==> config.mk <==
export PLATFORM = sky130hd
export DESIGN_NAME = bus_arbiter_rr_flat
export DESIGN_NICKNAME = d
export VERILOG_FILES = /design/src/rtl/bus_arbiter_rr_if.sv /design/src/rtl/bus_arbiter_rr.sv /design/src/flat_wrapper.sv
export SDC_FILE = /design/constraint.sdc
export NUM_CORES = 1
export LEC_CHECK = 0
export CAP_MARGIN = 0
export CORE_AREA = 2 2 39 41
export DETAILED_ROUTE_END_ITERATION = 12
export DIE_AREA = 0 0 41 43
export PLACE_DENSITY_LB_ADDON = 0.08
export SLEW_MARGIN = 20
export SYNTH_ARGS = -nofsm -noshare
export SYNTH_HDL_FRONTEND = slang
export SYNTH_SLANG_ARGS = --single-unit
==> constraint.sdc <==
create_clock -name clk -period 2.24 [get_ports clk]
set_clock_uncertainty 0.1 [all_clocks]
set_input_delay 0.672 -clock clk [delete_from_list [all_inputs] [get_ports clk]]
set_output_delay 0.672 -clock clk [all_outputs]
set_load 0.05 [all_outputs]
==> src/rtl/bus_arbiter_rr_if.sv <==
// rtl/bus_arbiter_rr_if.sv - request/grant bundle between bus masters and the round-robin arbiter
interface bus_arbiter_rr_if #(
    parameter int NUM_MASTERS = 4,
    parameter int OWNER_W     = 2
);
    // Active-low per-master request, lock and grant vectors
    logic [NUM_MASTERS-1:0] m_req_;
    logic [NUM_MASTERS-1:0] m_lock_;
    logic [NUM_MASTERS-1:0] m_grnt_;
    logic [OWNER_W-1:0]     owner;
    logic                   handover;

    // Master side drives requests/locks and observes the grant
    modport master (
        output m_req_,
        output m_lock_,
        input  m_grnt_,
        input  owner,
        input  handover
    );

    // Arbiter side samples requests/locks and drives the grant
    modport slave (
        input  m_req_,
        input  m_lock_,
        output m_grnt_,
        output owner,
        output handover
    );
endinterface

==> src/rtl/bus_arbiter_rr.sv <==
// rtl/bus_arbiter_rr.sv - round-robin bus arbiter with parking; optional tenure limit via BUS_ARB_TENURE_LIMIT_EN
module bus_arbiter_rr #(
    parameter int NUM_MASTERS = 4,
    parameter int OWNER_W     = 2,
    parameter int MAX_TENURE  = 16,
    parameter int CNT_W       = 4
) (
    input  logic             clk,
    input  logic             reset,
    bus_arbiter_rr_if.slave  bus
);
    localparam logic [OWNER_W:0] NUM_M = (OWNER_W+1)'(NUM_MASTERS);

    logic [OWNER_W-1:0]       r_owner;
    logic                     r_handover;
    logic [OWNER_W-1:0]       w_next_owner;
    logic [NUM_MASTERS-1:0]   w_req;
    logic [NUM_MASTERS-1:0]   w_owner_dec;
    logic [NUM_MASTERS-1:0]   w_rot;
    logic                     w_own_req;
    logic                     w_other_req;
    logic                     w_force;
    logic                     w_found;
    logic [OWNER_W:0]         w_sum;

    assign w_req       = ~bus.m_req_;
    assign w_owner_dec = NUM_MASTERS'(1) << r_owner;
    // Rotated request view: bit i is master (owner+i) mod NUM_MASTERS, so bit 0 is the owner
    assign w_rot       = NUM_MASTERS'({w_req, w_req} >> r_owner);
    assign w_own_req   = w_rot[0];
    assign w_other_req = |w_rot[NUM_MASTERS-1:1];

`ifdef BUS_ARB_TENURE_LIMIT_EN
    localparam logic [CNT_W-1:0] TCNT_MAX = CNT_W'(MAX_TENURE - 1);

    logic [CNT_W-1:0] r_tcnt;
    logic             w_own_unlocked;

    // Lock inputs are active-low, so a high bit at the owner means it may be preempted
    assign w_own_unlocked = |(bus.m_lock_ & w_owner_dec);
    assign w_force        = (r_tcnt == TCNT_MAX) && w_own_unlocked && w_other_req;

    // Tenure counter: restarts on every owner change, saturates at MAX_TENURE-1
    always_ff @(posedge clk) begin
        if (reset) begin
            r_tcnt <= '0;
        end else if (w_next_owner != r_owner) begin
            r_tcnt <= '0;
        end else if (r_tcnt != TCNT_MAX) begin
            r_tcnt <= r_tcnt + CNT_W'(1);
        end
    end
`else
    logic w_unused_cfg;

    assign w_force      = 1'b0;
    assign w_unused_cfg = ^{bus.m_lock_, CNT_W'(MAX_TENURE - 1)};
`endif

    // Owner and handover pulse registers; reset parks the bus on master 0
    always_ff @(posedge clk) begin
        if (reset) begin
            r_owner    <= '0;
            r_handover <= 1'b0;
        end else begin
            r_owner    <= w_next_owner;
            r_handover <= (w_next_owner != r_owner);
        end
    end

    // Next owner: keep a requesting owner unless forced, else first requester after it in rotation
    always_comb begin
        w_next_owner = r_owner;
        w_found      = 1'b0;
        w_sum        = '0;
        if (!w_own_req || w_force) begin
            for (int i = 1; i < NUM_MASTERS; i++) begin
                if (!w_found && w_rot[i]) begin
                    w_found = 1'b1;
                    w_sum   = {1'b0, r_owner} + (OWNER_W+1)'(i);
                    if (w_sum >= NUM_M) begin
                        w_sum = w_sum - NUM_M;
                    end
                    w_next_owner = w_sum[OWNER_W-1:0];
                end
            end
        end
    end

    // Outputs decode from registers only, so no request-to-grant combinational path
    always_comb begin
        bus.m_grnt_  = ~w_owner_dec;
        bus.owner    = r_owner;
        bus.handover = r_handover;
    end
endmodule

==> src/flat_wrapper.sv <==
// flat-port wrapper written by rule: the top's interface ports become plain ports
module bus_arbiter_rr_flat 
#(
    parameter int NUM_MASTERS = 4,
    parameter int OWNER_W     = 2,
    parameter int MAX_TENURE  = 16,
    parameter int CNT_W       = 4
)
  (clk, reset, bus_m_req_, bus_m_lock_, bus_m_grnt_, bus_owner, bus_handover);
  bus_arbiter_rr_if #(.NUM_MASTERS(NUM_MASTERS), .OWNER_W(OWNER_W)) bus_i ();
  input  logic clk;
  input  logic reset;
  input wire logic [$bits(bus_i.m_req_)-1:0] bus_m_req_;
  input wire logic [$bits(bus_i.m_lock_)-1:0] bus_m_lock_;
  output wire logic [$bits(bus_i.m_grnt_)-1:0] bus_m_grnt_;
  output wire logic [$bits(bus_i.owner)-1:0] bus_owner;
  output wire logic [$bits(bus_i.handover)-1:0] bus_handover;
  assign bus_i.m_req_ = bus_m_req_;
  assign bus_i.m_lock_ = bus_m_lock_;
  assign bus_m_grnt_ = bus_i.m_grnt_;
  assign bus_owner = bus_i.owner;
  assign bus_handover = bus_i.handover;
  bus_arbiter_rr #(.NUM_MASTERS(NUM_MASTERS), .OWNER_W(OWNER_W), .MAX_TENURE(MAX_TENURE), .CNT_W(CNT_W)) u_core (.clk(clk), .reset(reset), .bus(bus_i));
endmodule
# After elaboration in Yosys (flattened, before gate mapping)
# Index checks and enable logic that the tools add are counted.
# W data, S select, Z words.
# totals
ff_bits	3
in_bits	10
# classes
mux	11
bitwise	2
n_eq_ne	1
reduce_logical	4
n_addsub	6
n_lt_le_gt_ge	3
shifts	2
# op_table
op	n
$mux W2	7
$ge A3 B3 Y1 const B	3
$not A4 Y4	2
$shr A8 B2 Y4	1
$add A2 B2 Y3 const B	2
$sub A2 B1 Y2 const B	3
$mux W1	4
$shl A1 B2 Y4 const A	1
$add A2 B1 Y3 const B	1
$logic_and A1 B1 Y1	2
$logic_not A1 Y1	2
$ne A2 B2 Y1	1

# Longest topological paths before layout
# Gate-level depths: netlist of run 1.
# logic_depth
ltp_word	13
depth_mapped	7

# Worst setup path after synthesis of run 1
# No wires, ideal clock.
# synth_path
path_kind	reg-to-output
start	register u_core.r_owner[0] (netlist: u_core.bus.owner[0])
end	output bus_m_grnt_[0]
slack_ns	-0.094
path_stages_with_launch	5
arrival_time_ns	1.562
path_cell_list	dfxtp_1 -> buf_4 -> inv_1 -> ha_1 -> inv_1
# synth_between
elab_chain_len	2
# synth_rtl
element	line	text
start: declaration	bus_arbiter_rr.sv:14	logic [OWNER_W-1:0] r_owner;
start signal: assignment	bus_arbiter_rr.sv:66	r_owner <= w_next_owner;
$shl A1 B2 Y4	bus_arbiter_rr.sv:27	assign w_owner_dec = NUM_MASTERS'(1) << r_owner;
$not A4 Y4	bus_arbiter_rr.sv:92	bus.m_grnt_ = ~w_owner_dec;
end: declaration	flat_wrapper.sv:15	output wire logic [$bits(bus_i.m_grnt_)-1:0] bus_m_grnt_;
# No other way between the ends.

# Worst setup path after layout of run 1
# layout_path
start	input bus_m_req_[1]
end	register u_core.r_owner[1] (netlist: u_core.bus.owner[1])
# layout_between
elab_chain_len	12
# layout_rtl
element	line	text
start: declaration	flat_wrapper.sv:13	input wire logic [$bits(bus_i.m_req_)-1:0] bus_m_req_;
$not A4 Y4 (*)	bus_arbiter_rr.sv:26	assign w_req = ~bus.m_req_;
$shr A8 B2 Y4 (*)	bus_arbiter_rr.sv:29	assign w_rot = NUM_MASTERS'({w_req, w_req} >> r_owner);
$mux W1	bus_arbiter_rr.sv:78	if (!w_found && w_rot[i]) begin
$mux W1	bus_arbiter_rr.sv:76	if (!w_own_req || w_force) begin
$logic_not A1 Y1	bus_arbiter_rr.sv:78	
$logic_and A1 B1 Y1	bus_arbiter_rr.sv:78	
$mux W1	bus_arbiter_rr.sv:78	
$mux W1	bus_arbiter_rr.sv:76	
$logic_not A1 Y1	bus_arbiter_rr.sv:78	
$logic_and A1 B1 Y1	bus_arbiter_rr.sv:78	
$mux W2	bus_arbiter_rr.sv:78	
$mux W2 (*)	bus_arbiter_rr.sv:76	
# Mark *: on every way between the ends. The rest lies on a longest branch, timed or not. The select of a mux whose other input is x is not followed.
# A chain may end at the register's enable or synchronous reset.

==> out/metrics.yaml, run 1 <==
synth_area_leader_cell: "dfxtp_1"
die_y_um: 43
die_area_um2: 1760
placed_cells: 93
cts_buffer_depth: 2
drt-total-wl_mm: 1.12
dp_hpwl_um: 899
area_delta_synth_final_pct: 63.7
p_total_w: 0.00104
grt_setup_unrepaired: "no"
drc: 0
p_comb_frac: 0.802
r2r_slack_ns: 0.32
worst_path_max_delay_cell: "or3b_1"
design_area_um2: 756
path_buf_inv: 1
syn_inst: 55
clock-root-buffer: "clkbuf_4"
ys_seq_area_frac: 0.130
grt_max_degree: 12
cts_hold_buf: 0
tightest_slew_ns: 0.491
clk_latency_ns: 0.23
layout_common_cells: "buf_4 (15), inv_1 (8), ha_1 (4), buf_12 (4)"
grt_pass1_vias: 463
fin_cells: 97
synth_area_leaders: "dfxtp_1 (13%), ha_1 (11%), inv_1 (6.5%)"
switchingPower_w: 0.000516
fin_ws_ns: 0.143
setup_viol: 0
critical_path_class: "primary input to register"
drt_iter0_markers: 1
ant_nets: 0
cts_tree: "built"
vias_per_cell: 4.96
gp_congestion: 0.766
synth-edff-count: 0
place_ws_ns: -0.349
max_freq_mhz: 477
wl_per_cell_um: 11.6
power.leakage_nw: 0.343
coreArea_um2: 1380
slew_viol_final: 0
cts_setup_buffers: 0
power_density_nw_per_um2: 1370
seq_power_share: 0.108
clkTransAtPathRegs_ns: 0.04
cts_buffers: 3
syn_area_um2: 462
grt_usage: 0.153
grt.overflow.total: 0
dr.pass1.iters: 2
synthFlopType: "dfxtp_1"
fp.dieW_um: 41
slew_headroom: 0.672
grt_pass1_wl_mm: 1.93
port_buffers: 12
synth.distinct_cells: 35
p_int_w: 0.000523
yosys_warnings: 0
cts.sinks: 3
synthArstFlopShare: 0
antenna_found_initial: 0
worst_setup_path_end_kind: "register"
crit_path_max_fanout: 6
rows: 14
cp.required_ns: 2.24
p_sw_frac: 0.496
io_pins: 17
finalHoldViolCount: 0
placed_area_um2: 713
arrival_ns: 2.09
status: "finished clean"
cpPeakStageDelay_ns: 0.42
fin_crit_sh: 0.936
worstSetupStartpointType: "primary input"
synth_top_area_frac: 0.130
hp-class: "register to register"
htree_levels: 1
drv_cap: 0
diodes: 0
ir_drop_mv: 0.450
final_common_cell: "buf_4"
fin_crit_ns: 2.10
layout-drive-gt1-share: 0.383
ys_seq_elements: 3
synth_fp_nets: 69
initial_core_util: 0.334
cp_cell_sequence: "dlygate4sd2_1, or3b_1, a21boi_4, nor2_1, a221oi_1, o32ai_1"
vias: 481
synth.avg_cell_area_um2: 8.39
fin_nets: 96
pwr-share-clk: 0.090
crit_family: "compound AO/OA/AOI/OAI gates"
## cell type report
cell class | count | area, µm²
tap | 16 | 20.0
inverter | 8 | 30.0
clock buffer | 4 | 26.3
multi-input combinational | 41 | 365
sequential | 3 | 62.6
timing repair buffer | 25 | 251
fill | 140 | 628
## registers in the layout, summed over array words and instances, names as in the netlist
name / cells
u_core.bus.owner: 2
u_core.bus.handover: 1
## metal layers
layer | track usage | routed length (µm) | part of all wire | vias up
li1 | - | - | - | 256
met4 | 0.0600 | 0 | 0 | 0
met2 | 0.241 | 533 | 0.48 | 9
met5 | 0 | 0 | 0 | -
met1 | 0.213 | 561 | 0.50 | 216
met3 | 0 | 26 | 0.023 | 0
## stage by stage
step                      setup TNS, ns  hold slack [ns]  utilization
after detailed placement         -0.926            0.571        0.515
after global routing                  0            0.604        0.546
final                                 0            0.569        0.546
after CTS                             0            0.577        0.537
after global placement           -0.945            0.566        0.515
after floorplan                       0            0.636            -
## cell families (layout without fill, tap and decap cells)
logic type,after synthesis,count (layout),synth area share
AOI/OAI and AO/OA,18,18,0.331
and+or+nand+nor,16,16,0.217
buffers and inverters,11,37,0.117
adders and majority gates,4,4,0.108
DFF,3,3,0.130
muxes,2,2,0.0786
xor gates and xnor gates,1,1,0.0190
## cell usage after synthesis (2+ instances only)
cell and count:
nor2b_1 2, ha_1 4, nor2_1 3, nand2_1 3, nand2b_1 3, dfxtp_1 3, inv_1 8, o21ai_0 2
## power groups by stage
| stage | combinational, W | sequential (W) | clock (W) |
|---|---|---|---|
| after CTS | 0.000830 | 0.000114 | 0.0000971 |
| after global routing | 0.000898 | 0.000118 | 0.0000996 |
| after global placement | 0.000818 | 0.000113 | 0 |
| final | 0.000833 | 0.000112 | 0.0000937 |
| after floorplan | 0.000427 | 0.000196 | 0 |
| after detailed placement | 0.000822 | 0.000115 | 0 |
## path summary, 6_finish.rpt
path | start | to | cells after the start
hold / removal | u_core.bus.owner[0] | u_core.bus.owner[0] | 2
setup / recovery | bus_m_req_[1] | u_core.bus.owner[1] | 6
setup reg to reg | u_core.bus.owner[0] | u_core.bus.owner[1] | 7
hold reg to reg | u_core.bus.owner[0] | u_core.bus.owner[0] | 2
## worst register-to-register path, cell delays in order (launching register included)
cell and delay (ns):
dfxtp_2 0.44, inv_1 0.12, ha_1 0.33, nor2_1 0.06
a221oi_2 0.27, buf_4 0.17, a21oi_1 0.05, o32ai_1 0.27
## timing repair
action,in CTS,in global routing
endpoints found under the setup margin,3,3
gates resized for setup,5,3
pin swaps,3,4
Note: power is estimated with default switching activity, not from simulation.
==> inputs of run 2 (changes only) <==
CELL_PAD_IN_SITES_DETAIL_PLACEMENT = 1   (was default)
CELL_PAD_IN_SITES_GLOBAL_PLACEMENT = 1   (was default)
CORE_AREA = default   (was 2 2 39 41)
CORE_MARGIN = 2   (was default)
CORE_UTILIZATION = 30   (was default)
DIE_AREA = default   (was 0 0 41 43)
HOLD_SLACK_MARGIN = 0.1   (was default)
==> out/metrics.yaml, run 2 (synthesized netlist as in run 1, its figures left out) <==
status: "finished clean"
fill_cells: 188
die_y_um: 43.2
io_pins: 17
grt_max_degree: 13
htree_levels: 1
cpPeakStageDelay_ns: 0.79
cts_tree: "built"
initial_core_util: 0.314
power.leakage_nw: 0.326
grt_usage: 0.151
ant_nets: 0
coreArea_um2: 1470
cp.required_ns: 1.47
power_density_nw_per_um2: 1430
finalHoldViolCount: 0
max_freq_mhz: 480
die_area_um2: 1870
clkTransAtPathRegs_ns: 0.04
grt_pass1_wl_mm: 2.08
clk_latency_ns: 0.23
grt_pass1_vias: 478
cts_buffers: 3
worstSetupStartpointType: "register"
diodes: 0
final_common_cell: "buf_4"
port_buffers: 12
wl_per_cell_um: 14.2
drt_iter0_markers: 1
placed_area_um2: 683
grt.overflow.total: 0
finalSetupTns_ns: 0
cts_buffer_depth: 2
fin_nets: 93
setup_viol: 0
p_total_w: 0.00105
crit_family: "buffers and inverters"
crit_path_max_fanout: 1
design_area_um2: 736
clock-root-buffer: "clkbuf_4"
fin_crit_sh: 0.931
largest_reg_flops: 2
drv_cap: 0
arrival_ns: 1.31
layout-drive-gt1-share: 0.372
vias_per_cell: 5.26
slew_headroom: 0.673
slew_viol_final: 0
fin_cells: 94
cp_cell_sequence: "clkdlybuf4s50_1"
fin_crit_ns: 2.09
drt-total-wl_mm: 1.34
rows: 14
fp.dieW_um: 43.2
antenna_found_initial: 0
ir_drop_mv: 0.430
layout_common_cells: "buf_4 (11), inv_1 (8), ha_1 (4), buf_12 (4)"
cts.sinks: 3
hp-class: "register to register"
worst_path_max_delay_cell: "clkdlybuf4s50_1"
area_delta_synth_final_pct: 59.3
drc: 0
grt_setup_unrepaired: "no"
dp_hpwl_mm: 1.04
worst_setup_path_end_kind: "output pin"
tightest_slew_ns: 0.488
gp_congestion: 0.742
critical_path_class: "register to output pin"
dr.pass1.iters: 4
vias: 494
path_buf_inv: 1
placed_cells: 89
[run 2: timing repair]
action	4_1_cts	5_1_grt
resized for setup	5	4
buffers inserted	1	0
pin swaps	3	4
hold buffers	0	0
endpoints found under the setup margin	3	2
[run 2: area by class of cell]
cell class,instances,area [µm²],area share
repair buffers,22,233,0.316
well taps,16,20.0,0.0272
multi-input cells,41,364,0.495
flip-flops and latches,3,62.6,0.0850
inverters,8,30.0,0.0408
clock buffers,4,26.3,0.0357
[run 2: worst paths after layout]
| kind | startpoint | to | slack [ns] | cells past startpoint |
|---|---|---|---|---|
| setup / recovery | u_core.bus.handover | bus_handover | 0.15 | 1 |
| setup reg to reg | u_core.bus.owner[1] | u_core.bus.owner[1] | 0.33 | 6 |
| hold reg to reg | u_core.bus.owner[1] | u_core.bus.owner[1] | 0.52 | 2 |
| hold / removal | u_core.bus.owner[1] | u_core.bus.owner[1] | 0.52 | 2 |
[run 2: through the flow]
| stage | worst slack, ns | hold slack, ns | utilization |
|---|---|---|---|
| floorplan | 0.149 | 0.636 | - |
| global placement | -0.318 | 0.494 | 0.464 |
| detailed placement | -0.326 | 0.508 | 0.464 |
| CTS | 0.0770 | 0.527 | 0.490 |
| global route | 0.0630 | 0.555 | 0.500 |
| finish | 0.155 | 0.518 | 0.500 |
[run 2: metal layers]
metal,wire length (µm),part of all wire,GRT usage
met1,544,0.41,0.156
met2,754,0.56,0.296
met3,37,0.028,0.0128
met4,0,0,0.0727
met5,0,0,0
[run 2: power by group]
part	leakage (nW)	internal [W]	total, W	switching (W)
clock network	0.0150	0.0000667	0.0000935	0.0000268
logic	0.286	0.000364	0.000811	0.000447
registers	0.0256	0.0000837	0.000147	0.0000634
total	0.326	0.000514	0.00105	0.000537
==> inputs of run 3 (changes only) <==
CORE_MARGIN = 5   (was 2)
CTS_CLUSTER_DIAMETER = 200   (was default)
==> out/metrics.yaml, run 3 (synthesized netlist as in run 1, its figures left out) <==
r2r_slack_ns: 0.31
worst_path_max_delay_cell: "mux4_2"
worstSetupStartpointType: "primary input"
fin_crit_sh: 0.971
rows: 14
dr.pass1.iters: 4
drc: 0
clkTransAtPathRegs_ns: 0.04
cts_tree: "built"
area_delta_synth_final_pct: 63.7
crit_cells: 8
arrival_ns: 2.23
fin_crit_ns: 2.17
drt_iter0_markers: 8
vias_per_cell: 5.29
grt.overflow.total: 0
htree_levels: 1
port_buffers: 12
finalHoldViolCount: 0
grt_max_degree: 12
p_int_w: 0.000578
setup_viol: 0
critical_path_class: "primary input to register"
drv_cap: 0
cts_hold_buf: 0
seq_power_share: 0.096
p_comb_frac: 0.820
placed_area_um2: 711
final_util: 0.508
hp-class: "register to register"
crit_family: "buffers and inverters"
slew_viol_final: 0
antenna_found_initial: 0
vias: 513
cts_buffer_depth: 2
worstReg2RegStart: "u_core.bus.owner[0]"
fin_nets: 96
power_density_nw_per_um2: 1480
grt_usage: 0.117
layout-drive-gt1-share: 0.420
slew_headroom: 0.673
tightest_slew_ns: 0.489
final_common_cell: "buf_4"
power.leakage_nw: 0.329
cp_cell_sequence: "dlygate4sd2_1, mux4_2, nor2_2, a221oi_2, buf_4, buf_4, a21o_1, a31oi_1"
gp_congestion: 0.780
critPathMostFrequentCell: "buf_4"
cp.required_ns: 2.30
die_y_um: 49.2
pwr-share-clk: 0.084
whs_ns: 0.559
diodes: 0
coreArea_um2: 1490
ir_drop_mv: 0.499
die_area_um2: 2420
path_buf_inv: 3
initial_core_util: 0.310
r2r_cells: 7
wl_per_cell_um: 12.7
r2r-end: "u_core.bus.owner[1]"
drt-total-wl_mm: 1.23
io_pins: 17
clk_latency_ns: 0.23
largest_reg_flops: 2
cts.sinks: 3
grt_setup_unrepaired: "no"
critPathLaunch: "bus_m_req_[3]"
endpoint: "u_core.bus.handover"
status: "finished clean"
p_sw_frac: 0.484
worst_setup_path_end_kind: "register"
dp_hpwl_um: 983
ant_nets: 0
layout_common_cells: "buf_4 (14), inv_1 (8), buf_12 (5)"
crit_path_max_fanout: 6
grt_pass1_vias: 506
cpPeakStageDelay_ns: 0.49
max_freq_mhz: 460
fp.dieW_um: 49.2
design_area_um2: 756
grt_pass1_wl_mm: 2.22
cts_buffers: 3
clock-root-buffer: "clkbuf_4"
switchingPower_w: 0.000542
run 3: cell types whose count changed in the layout (fill, tap and decap cells not counted), sizes merged:
cell,before,now
buf,16,19
dlymetal6s2s,1,0
clkbuf,4,5
run 3: layout make-up:
| cell class | count | area, µm² |
|---|---|---|
| clock buffer | 4 | 26.3 |
| fill | 187 | 733 |
| inverter | 8 | 30.0 |
| multi-input combinational | 41 | 360 |
| sequential | 3 | 62.6 |
| tap | 16 | 20.0 |
| timing repair buffer | 25 | 256 |
run 3: worst register-to-register path: stages, from the launching register on:
cell and delay (ns):
dfxtp_2 0.42, buf_4 0.22, nand2b_1 0.13, o22ai_1 0.10, a221oi_2 0.38, buf_4 0.18
a21oi_1 0.06, o32ai_1 0.26
run 3: stage by stage:
stage	TNS [ns]	instances	worst slack, ns	total power, W
2_1_floorplan	0	55	0.149	0.000623
3_5_place_dp	-0.960	91	-0.379	0.000962
5_1_grt	0	97	0.00511	0.00121
3_3_place_gp	-0.859	91	-0.333	0.000952
4_1_cts	0	95	0.0958	0.00109
6_report	0	97	0.0654	0.00112
run 3: power by group through the flow:
stage                     Sequential [W]  Clock [W]  Combinational, W
after global placement          0.000108          0          0.000844
after floorplan                 0.000196          0          0.000427
after CTS                       0.000109  0.0000976          0.000887
after detailed placement        0.000108          0          0.000854
after global routing            0.000112   0.000105          0.000992
final                           0.000108  0.0000938          0.000918
run 3: worst min-delay path by stage:
stage,end,depth (start not counted),from,slack [ns]
2_1_floorplan,u_core.bus.owner[0],1,reset,0.64
3_3_place_gp,u_core.bus.owner[0],2,u_core.bus.owner[0],0.54
3_5_place_dp,u_core.bus.owner[0],2,u_core.bus.owner[0],0.54
4_1_cts,u_core.bus.owner[0],2,u_core.bus.owner[0],0.56
5_1_grt,u_core.bus.owner[0],2,u_core.bus.owner[0],0.59
6_report,u_core.bus.owner[0],2,u_core.bus.owner[0],0.56
run 3: metal layers:
layer	part of all wire	wire length [µm]	global-route usage	vias to the layer above
li1	-	-	-	252
met1	0.45	559	0.139	247
met2	0.48	598	0.182	14
met3	0.062	76	0.0428	0
met4	0	0	0.0538	0
met5	0	0	0	-
run 3: what timing repair did:
item,4_1_cts,5_1_grt
pin swaps,1,2
buffers inserted,0,2
endpoints found under the setup margin,3,1
resized for setup,9,2
cloned,0,0
